--- src/rtl/rf_arb_pkg.sv ---
// Shared constants for the register-file write arbiter.
// FSM encodings, default widths and the starvation counter width.
package rf_arb_pkg;

    localparam int ADDR_W_DEF = 5;
    localparam int DATA_W_DEF = 32;
    localparam int CNT_W      = 4;

    typedef logic [1:0] arb_state_t;

    localparam arb_state_t ST_IDLE  = 2'd0;
    localparam arb_state_t ST_HELD  = 2'd1;
    localparam arb_state_t ST_FORCE = 2'd2;

endpackage

--- src/rtl/rf_arb_hold_buf.sv ---
// One-entry holding register for a multi-cycle result awaiting the write port.
// Load takes precedence; drain and kill both empty the entry.
module rf_arb_hold_buf
    import rf_arb_pkg::*;
#(
    parameter int DATA_W = DATA_W_DEF,
    parameter int ADDR_W = ADDR_W_DEF
) (
    input  logic              clk_i,
    input  logic              rst_i,
    input  logic              load,
    input  logic              drain,
    input  logic              kill,
    input  logic [ADDR_W-1:0] ld_addr,
    input  logic [DATA_W-1:0] ld_data,
    output logic              valid,
    output logic [ADDR_W-1:0] addr,
    output logic [DATA_W-1:0] data
);

    always_ff @(posedge clk_i or negedge rst_i) begin
        if (!rst_i) begin
            valid <= 1'b0;
            addr  <= '0;
            data  <= '0;
        end else if (load) begin
            valid <= 1'b1;
            addr  <= ld_addr;
            data  <= ld_data;
        end else if (drain || kill) begin
            valid <= 1'b0;
        end
    end

endmodule

--- src/rtl/rf_write_arbiter.sv ---
// Arbitrates the single register-file write port between writeback and a multi-cycle unit.
// Optional macro RF_ARB_PERF_EN adds forced-stall and same-address-kill counters.
module rf_write_arbiter
    import rf_arb_pkg::*;
#(
    parameter int DATA_W     = DATA_W_DEF,
    parameter int ADDR_W     = ADDR_W_DEF,
    parameter int STARVE_MAX = 4
) (
    input  logic              clk_i,
    input  logic              rst_i,
    input  logic              wb_we_i,
    input  logic [ADDR_W-1:0] wb_addr_i,
    input  logic [DATA_W-1:0] wb_data_i,
    input  logic              mc_valid_i,
    output logic              mc_ready_o,
    input  logic [ADDR_W-1:0] mc_addr_i,
    input  logic [DATA_W-1:0] mc_data_i,
    output logic              stall_o,
    output logic              rf_we_o,
    output logic [ADDR_W-1:0] rf_addr_o,
    output logic [DATA_W-1:0] rf_data_o,
    output logic              err_o
`ifdef RF_ARB_PERF_EN
    ,
    output logic [31:0]       perf_stall_cnt_o,
    output logic [31:0]       perf_kill_cnt_o
`endif
);

    localparam logic [CNT_W-1:0] CNT_LIMIT = CNT_W'(STARVE_MAX - 1);

    arb_state_t        state;
    arb_state_t        state_nx;
    logic [CNT_W-1:0]  cnt;
    logic              buf_valid;
    logic [ADDR_W-1:0] buf_addr;
    logic [DATA_W-1:0] buf_data;
    logic              load;
    logic              drain;
    logic              kill_hit;
    logic              wb_nz;
    logic              buf_nz;

    rf_arb_hold_buf #(
        .DATA_W (DATA_W),
        .ADDR_W (ADDR_W)
    ) u_hold_buf (
        .clk_i   (clk_i),
        .rst_i   (rst_i),
        .load    (load),
        .drain   (drain),
        .kill    (kill_hit),
        .ld_addr (mc_addr_i),
        .ld_data (mc_data_i),
        .valid   (buf_valid),
        .addr    (buf_addr),
        .data    (buf_data)
    );

    assign mc_ready_o = (state == ST_IDLE);
    assign wb_nz      = wb_we_i && (wb_addr_i != '0);
    assign buf_nz     = (buf_addr != '0);
    assign load       = (state == ST_IDLE) && mc_valid_i;
    assign drain      = (state == ST_FORCE) || ((state == ST_HELD) && !wb_we_i);
    // A younger writeback to the same register makes the held result obsolete.
    assign kill_hit   = (state == ST_HELD) && wb_we_i && buf_nz && (wb_addr_i == buf_addr);

    always_comb begin
        state_nx = state;
        case (state)
            ST_IDLE:  if (mc_valid_i) state_nx = ST_HELD;
            ST_HELD: begin
                if (!wb_we_i || kill_hit)  state_nx = ST_IDLE;
                else if (cnt >= CNT_LIMIT) state_nx = ST_FORCE;
            end
            ST_FORCE: state_nx = ST_IDLE;
            default:  state_nx = ST_IDLE;
        endcase
    end

    always_ff @(posedge clk_i or negedge rst_i) begin
        if (!rst_i) begin
            state     <= ST_IDLE;
            cnt       <= '0;
            stall_o   <= 1'b0;
            rf_we_o   <= 1'b0;
            rf_addr_o <= '0;
            rf_data_o <= '0;
            err_o     <= 1'b0;
        end else begin
            state   <= state_nx;
            cnt     <= ((state == ST_HELD) && (state_nx == ST_HELD)) ? cnt + 1'b1 : '0;
            stall_o <= (state_nx == ST_FORCE);
            err_o   <= err_o || ((state == ST_FORCE) && wb_we_i);
            if (drain) begin
                rf_we_o   <= buf_valid && buf_nz;
                rf_addr_o <= buf_addr;
                rf_data_o <= buf_data;
            end else begin
                rf_we_o   <= wb_nz;
                rf_addr_o <= wb_addr_i;
                rf_data_o <= wb_data_i;
            end
        end
    end

`ifdef RF_ARB_PERF_EN
    always_ff @(posedge clk_i or negedge rst_i) begin
        if (!rst_i) begin
            perf_stall_cnt_o <= '0;
            perf_kill_cnt_o  <= '0;
        end else begin
            if ((state == ST_HELD) && (state_nx == ST_FORCE)) perf_stall_cnt_o <= perf_stall_cnt_o + 32'd1;
            if (kill_hit)                                      perf_kill_cnt_o  <= perf_kill_cnt_o + 32'd1;
        end
    end
`endif

endmodule

--- config.mk ---
export PLATFORM = sky130hd
export DESIGN_NAME = rf_write_arbiter
export DESIGN_NICKNAME = d
export VERILOG_FILES = /design/src/rtl/rf_arb_pkg.sv /design/src/rtl/rf_arb_hold_buf.sv /design/src/rtl/rf_write_arbiter.sv
export SDC_FILE = /design/constraint.sdc
export NUM_CORES = 1
export LEC_CHECK = 0
export BUFFER_PORTS_ARGS = -buffer_cell sky130_fd_sc_hd__buf_2
export CAP_MARGIN = 10
export CELL_PAD_IN_SITES_DETAIL_PLACEMENT = 2
export CELL_PAD_IN_SITES_GLOBAL_PLACEMENT = 2
export CORE_UTILIZATION = 32
export DETAILED_ROUTE_END_ITERATION = 10
export PLACE_DENSITY_LB_ADDON = 0.15
export RECOVER_POWER = 25
export SKIP_CTS_REPAIR_TIMING = 1
export SLEW_MARGIN = 20
export SYNTH_ARGS = -nofsm -noshare
export SYNTH_HDL_FRONTEND = slang
export SYNTH_SLANG_ARGS = --single-unit
--- constraint.sdc ---
create_clock -name clk_i -period 2 [get_ports clk_i]
set_clock_uncertainty 0.1 [all_clocks]
set_input_delay 0.3 -clock clk_i [delete_from_list [all_inputs] [get_ports clk_i]]
set_output_delay 0.3 -clock clk_i [all_outputs]
set_load 0.02 [all_outputs]
==> results of run 1 <==
[metrics by stage]
step,worst slack [ns],instances
after floorplan,0.09652,200
after global placement,0.3378,446
after detailed placement,0.3025,446
after CTS,0.2915,460
after global routing,0.1930,461
final,0.2922,461
[cells by family after synthesis]
logic type	count (synthesis)
AO/OA/AOI/OAI	9
XOR/XNOR	5
adder cells (fa/ha/maj)	1
buffers and inverters	11
flip-flops	84
multiplexers	74
other	1
AND/OR/NAND/NOR	14
[layer usage]
metal | part of all wire, % | wire [microns] | vias to the layer above | GRT usage, %
li1 | - | - | 944 | -
met1 | 40 | 2932 | 1068 | 17.89
met2 | 52 | 3843 | 67 | 26.02
met3 | 7.1 | 528 | 9 | 5.472
met4 | 1.2 | 92 | 0 | 6.264
met5 | 0 | 0 | - | 0
[flip-flops by register name, indices dropped and copies added, names as in the netlist]
signal,count
cnt,4
err_o,1
rf_addr_o,5
rf_data_o,32
rf_we_o,1
stall_o,1
state,2
u_hold_buf.addr,5
u_hold_buf.data,32
u_hold_buf.valid,1
[area by class of cell]
cell class,count,area (sq um)
Fill cell,1013,5550
Timing Repair Buffer,123,668.1
Sequential cell,84,2102
Clock inverter,2,60.06
Inverter,2,7.507
Clock buffer,12,145.1
Tap cell,133,166.4
Multi-Input combinational cell,105,1075
[worst min path at each step]
| stage | from | to | slack (ns) | cells past startpoint |
|---|---|---|---|---|
| after floorplan | rst_i | cnt[0] | -0.1 | 0 |
| after global placement | rst_i | rf_data_o[27] | 0.24 | 1 |
| after detailed placement | rst_i | rf_data_o[27] | 0.24 | 1 |
| after CTS | rst_i | rf_data_o[27] | -0.15 | 1 |
| after global routing | mc_valid_i | state[0] | 0.05 | 3 |
| final | mc_valid_i | state[0] | 0.07 | 3 |
[where the power goes]
group	leakage (uW)	switching, uW	internal (uW)	total, uW
Sequential	0.000987	141	2010	2150
Clock	0.000103	559	726	1290
Combinational	0.000885	483	484	967
Total	0.00197	1180	3220	4410
[worst max-delay path, stage by stage (launching register included)]
cell and delay [ns]:
dfrtp_1 0.45, xor2_1 0.20, nor4_2 0.65, o31ai_1 0.17
[cell usage in the layout, fill, tap and decap left out, drive strengths merged, types with 3 or more instances in the layout]
cell type	count
clkbuf	13
mux2	74
buf	121
xor2	3
dfrtp	84
==> results.md, run 1 <==
- Status: finished clean
- HP Class: in -> reg
- Port Buf Inserts: 118
- Clock transition at path regs: 0.08 ns
- Worst r2r path cells: 3
- Worst setup EP type: flip-flop
- Placed Area: 0.004011 sq mm
- Number of synthesis warnings: 0
- Post-Synth XOR/XNOR Area: 1.359%
- Pwr dens: 1043 mW/mm^2
- Complex-gate fraction of the synthesized area: 1.942%
- Critical Path End: state[0]
- DR vias: 2088
- Post-route DRC: 0
- First-pass GRT wire length: 11740 microns
- Die Y-Extent: 102.3 microns
- Die area: 0.01047 sq mm
- Hold_ws: 0.06973 ns
- Mapped Area: 0.003222 sq mm
- Row count: 36
- Largest family of logic cells by synthesized area: multiplexers
- Routed WL: 7396 microns
- TritonCTS clock tree: built
- Gr usage total: 15.43%
- Cells after Synth: 199
- # IOs: 119
- Final net count: 404
- CTS root buffer: clkbuf_8
- Skew-Pair Late Insertion Delay: 0.34 ns
- Pin count of the biggest net entering global routing: 45
- EDFF count, synth: 0
- Grt total ovfl: 0
- H-tree depth: 3
- Slew @ Worst Pin: 1.130 ns
- Final Setup Violations: 0
- Total negative slack: 0 ns
- Synth Flop Type: dfrtp_1
- Crit Path Max Fanout: 6
- Register area share after synthesis: 65.24%
- RSZ-0062 raised after global routing: false
- Startpoint Class: flip-flop
- Crit path arrival time: 1.81 ns
- Clock sink count: 84
- Synthesized flop and latch total: 84
- Worst slew margin: 24.68%
- CTS Buf Count: 9
- Hpwl dp: 5286 microns
- Most frequent cell after synthesis: dfrtp_1
- Final hold violations: 0
- Peak VDD IR: 0.3617 mV
- Pleak: 0.001974 uW
- Synth top cells by count: dfrtp_1, mux2_2, buf_2
- Crit path from: u_hold_buf.addr[3]
- Vias in the first global route: 2326
- Tmin final: 1.708 ns
- Die width: 102.3 microns
- Detail Route Antenna Nets: 0
- Mux share of post-synthesis cell area: 25.86%
- Worst Setup Path Type: reg -> reg
- Fmax: 585.6 MHz
- Area leader, netlist: dfrtp_1
- R2r endpoint: state[0]
- Routed len/inst: 16.04 microns
- Final Max Slew Viols: 0
- CTS max path bufs: 2
- Asr flop ratio synth: 100.0%
- Reg2reg setup slack: 0.29 ns
- Fin util: 43.22%
- Final std cell area, no fill: 0.004224 sq mm
- Synth Area in Adders: 0.3883%
- Router iterations before antenna repair: 4
- Share of the synthesized area in the top cell type: 65.24%
- Worst path required time: 2.10 ns
- Iter 0 DRT Violations: 37
- Core Footprint: 0.009774 sq mm
- Max Cap Viol: 0
- Final worst path period share: 85.39%
- Simple logic cell fraction of the synthesized area: 3.495%
- Final GP Congestion: 0.7190
- Detailed-route vias per instance: 4.529
- R2r startpoint: u_hold_buf.addr[3]
- Power after layout: 4406 uW
- Cell variety after synth: 27
- Share of layout cells above drive strength 1: 65.85%
- Starting Density: 32.96%
- Area Overhead vs Synth: 31.11%
- Ant diodes: 0
- Syn Area/Cell: 16.19 sq um
- Synth top area cells: dfrtp_1, mux2_2, buf_2
- Initial antenna violation count: 0
Power figures use the tool's default switching activity.
==> run 2, diff against run 1 <==
- CELL_PAD_IN_SITES_DETAIL_PLACEMENT: 2 -> not set
- CELL_PAD_IN_SITES_GLOBAL_PLACEMENT: 2 -> not set
- CORE_UTILIZATION: 32 -> 43
==> run 2 against run 1 <==
  * Sequential power barely moved
  * Largest power group unchanged
  * Combinational power fell by 0.9%
  * Flip-flop and latch count did not move
  * Via count fell by 2.9%
  * Non-clock buffer count rose by 2
  * Clock power barely moved
  * Cell count fell by 6.5%
  * Die area fell by 25%
  * Worst hold slack improved by 0.012 ns
  * Register-to-register slack barely moved
  * First-iteration DRC count rose by 35%
==> results.md, run 2 (synthesis gave the netlist of run 1 again) <==
- Status: finished clean (unchanged)
- Detail Route Antenna Nets: 0 (unchanged)
- Commonest non-fill, non-tap cell in the layout: buf_2 (unchanged)
- Pleak: 0.001986 uW (was 0.001974 uW)
- Clock transition at path regs: 0.09 ns (was 0.08 ns)
- Peak VDD IR: 0.4904 mV (was 0.3617 mV)
- Grt total ovfl: 0 (unchanged)
- Fmax: 586.5 MHz (was 585.6 MHz)
- CTS root buffer: clkbuf_8 (unchanged)
- Worst path required time: 2.15 ns (was 2.10 ns)
- RSZ-0062 raised after global routing: false (unchanged)
- Iter 0 DRT Violations: 50 (was 37)
- Placed Cells: 414 (was 446)
- Pin count of the biggest net entering global routing: 42 (was 45)
- Crit path from: u_hold_buf.addr[2] (was u_hold_buf.addr[3])
- CTS max path bufs: 2 (unchanged)
- Startpoint Class: flip-flop (unchanged)
- Pwr dens: 1051 mW/mm^2 (was 1043 mW/mm^2)
- Clock sink count: 84 (unchanged)
- Share of layout cells above drive strength 1: 66.27% (was 65.85%)
- Die area: 0.007843 sq mm (was 0.01047 sq mm)
- Slew @ Worst Pin: 0.7796 ns (was 1.130 ns)
- Top flop regs: rf_data_o: 32 flops, u_hold_buf.data: 32 flops (unchanged)
- Clock Power Share: 29.8% (was 29.2%)
- Detailed-route vias per instance: 4.705 (was 4.529)
- HP Class: in -> reg (unchanged)
- Total negative slack: 0 ns (unchanged)
- Ant diodes: 0 (unchanged)
- Starting Density: 44.42% (was 32.96%)
- Final hold violations: 0 (unchanged)
- Min-delay src: wb_data_i[23] (was mc_valid_i)
- Final GP Congestion: 0.7298 (was 0.7190)
- Final worst slack: 0.2951 ns (was 0.2922 ns)
- Tmin final: 1.705 ns (was 1.708 ns)
- CTS Buf Count: 9 (unchanged)
- First-pass GRT wire length: 9908 microns (was 11740 microns)
- Worst Setup Path Type: reg -> reg (unchanged)
- Die width: 88.56 microns (was 102.3 microns)
- TritonCTS clock tree: built (unchanged)
- Area Overhead vs Synth: 30.64% (was 31.11%)
- Crit path arrival time: 1.85 ns (was 1.81 ns)
- Pre-CTS setup slack: 0.3221 ns (was 0.3025 ns)
- Post-route DRC: 0 (unchanged)
- Fin util: 58.03% (was 43.22%)
- Core Footprint: 0.007253 sq mm (was 0.009774 sq mm)
- Power share of the sequential group: 48.5% (was 48.9%)
- Final Setup Violations: 0 (unchanged)
- Initial antenna violation count: 0 (unchanged)
- Final Max Slew Viols: 0 (unchanged)
- Worst slew margin: 48.03% (was 24.68%)
- DR vias: 2028 (was 2088)
- Gr usage total: 17.20% (was 15.43%)
- Router iterations before antenna repair: 3 (was 4)
- Final worst path period share: 85.25% (was 85.39%)
- Net Switching: 1185 uW (was 1184 uW)
- Int Pwr: 3237 uW (was 3223 uW)
- Crit Path Max Fanout: 6 (unchanged)
- Port Buf Inserts: 118 (unchanged)
- # IOs: 119 (unchanged)
- Row count: 31 (was 36)
- Sw Share: 26.79% (was 26.86%)
- Die Y-Extent: 88.56 microns (was 102.3 microns)
- Vias in the first global route: 2123 (was 2326)
- Comb pwr share: 21.7% (was 22.0%)
- Max Cap Viol: 0 (unchanged)
- Routed len/inst: 14.08 microns (was 16.04 microns)
- H-tree depth: 3 (unchanged)
- Final net count: 406 (was 404)
- R2r startpoint: u_hold_buf.addr[2] (was u_hold_buf.addr[3])
- Routed WL: 6068 microns (was 7396 microns)
- Layout Cells excl Fill: 431 (was 461)
- Hpwl dp: 4290 microns (was 5286 microns)
- Worst setup EP type: flip-flop (unchanged)
- Skew-Pair Late Insertion Delay: 0.34 ns (about the same)
- Commonest non-fill, non-tap cells in the layout: buf_2, dfrtp_1, mux2_2 (unchanged)
==> run 2: through the flow <==
stage,total power (uW),hold WS (ns),cell area [sq um]
finish,4422,0.08161,4209
global route,4656,0.06211,4209
CTS,4480,-0.2285,4202
detailed placement,3160,0.1559,3984
global placement,3136,0.1541,3984
floorplan,2793,-0.09559,3226
==> run 2: cell type report <==
type                            count  area (sq um)
Clock buffer                       12         145.1
Clock inverter                      4         72.57
Fill cell                         636          3044
Inverter                            2         7.507
Multi-Input combinational cell    105          1075
Sequential cell                    84          2102
Tap cell                           99         123.9
Timing Repair Buffer              125         683.2
==> run 2: layer usage <==
layer	vias to the layer above	routed length (microns)	share of wire, %	GRT usage, %
li1	953	-	-	-
met3	9	413	6.8	6.343
met5	-	0	0	0
met4	0	103	1.7	8.504
met2	67	2894	48	26.43
met1	999	2656	44	21.49
==> run 2: worst max-delay path, stage by stage, from the launching register on <==
cell and delay (ns):
dfrtp_1 0.42, or4_4 0.55, o211ai_2 0.18, nor4_2 0.10, nor4b_2 0.26
==> run 2: worst paths after layout <==
path                                       endpoint  slack, ns  depth (start not counted)
worst max-delay path                         cnt[1]       0.30                          4
worst min-delay path                  rf_data_o[23]       0.08                          2
worst max register to register               cnt[1]       0.30                          4
worst min register to register               cnt[0]       0.36                          1
max in group asynchronous             rf_data_o[31]       0.62                          3
min in group asynchronous       u_hold_buf.data[20]       0.47                          2
==> run 2: power by group through the flow <==
stage	clock, uW	combinational (uW)	sequential (uW)
floorplan	0	467	2330
global placement	0	960	2180
detailed placement	0	974	2190
CTS	1350	977	2150
global route	1420	1050	2190
finish	1320	958	2150
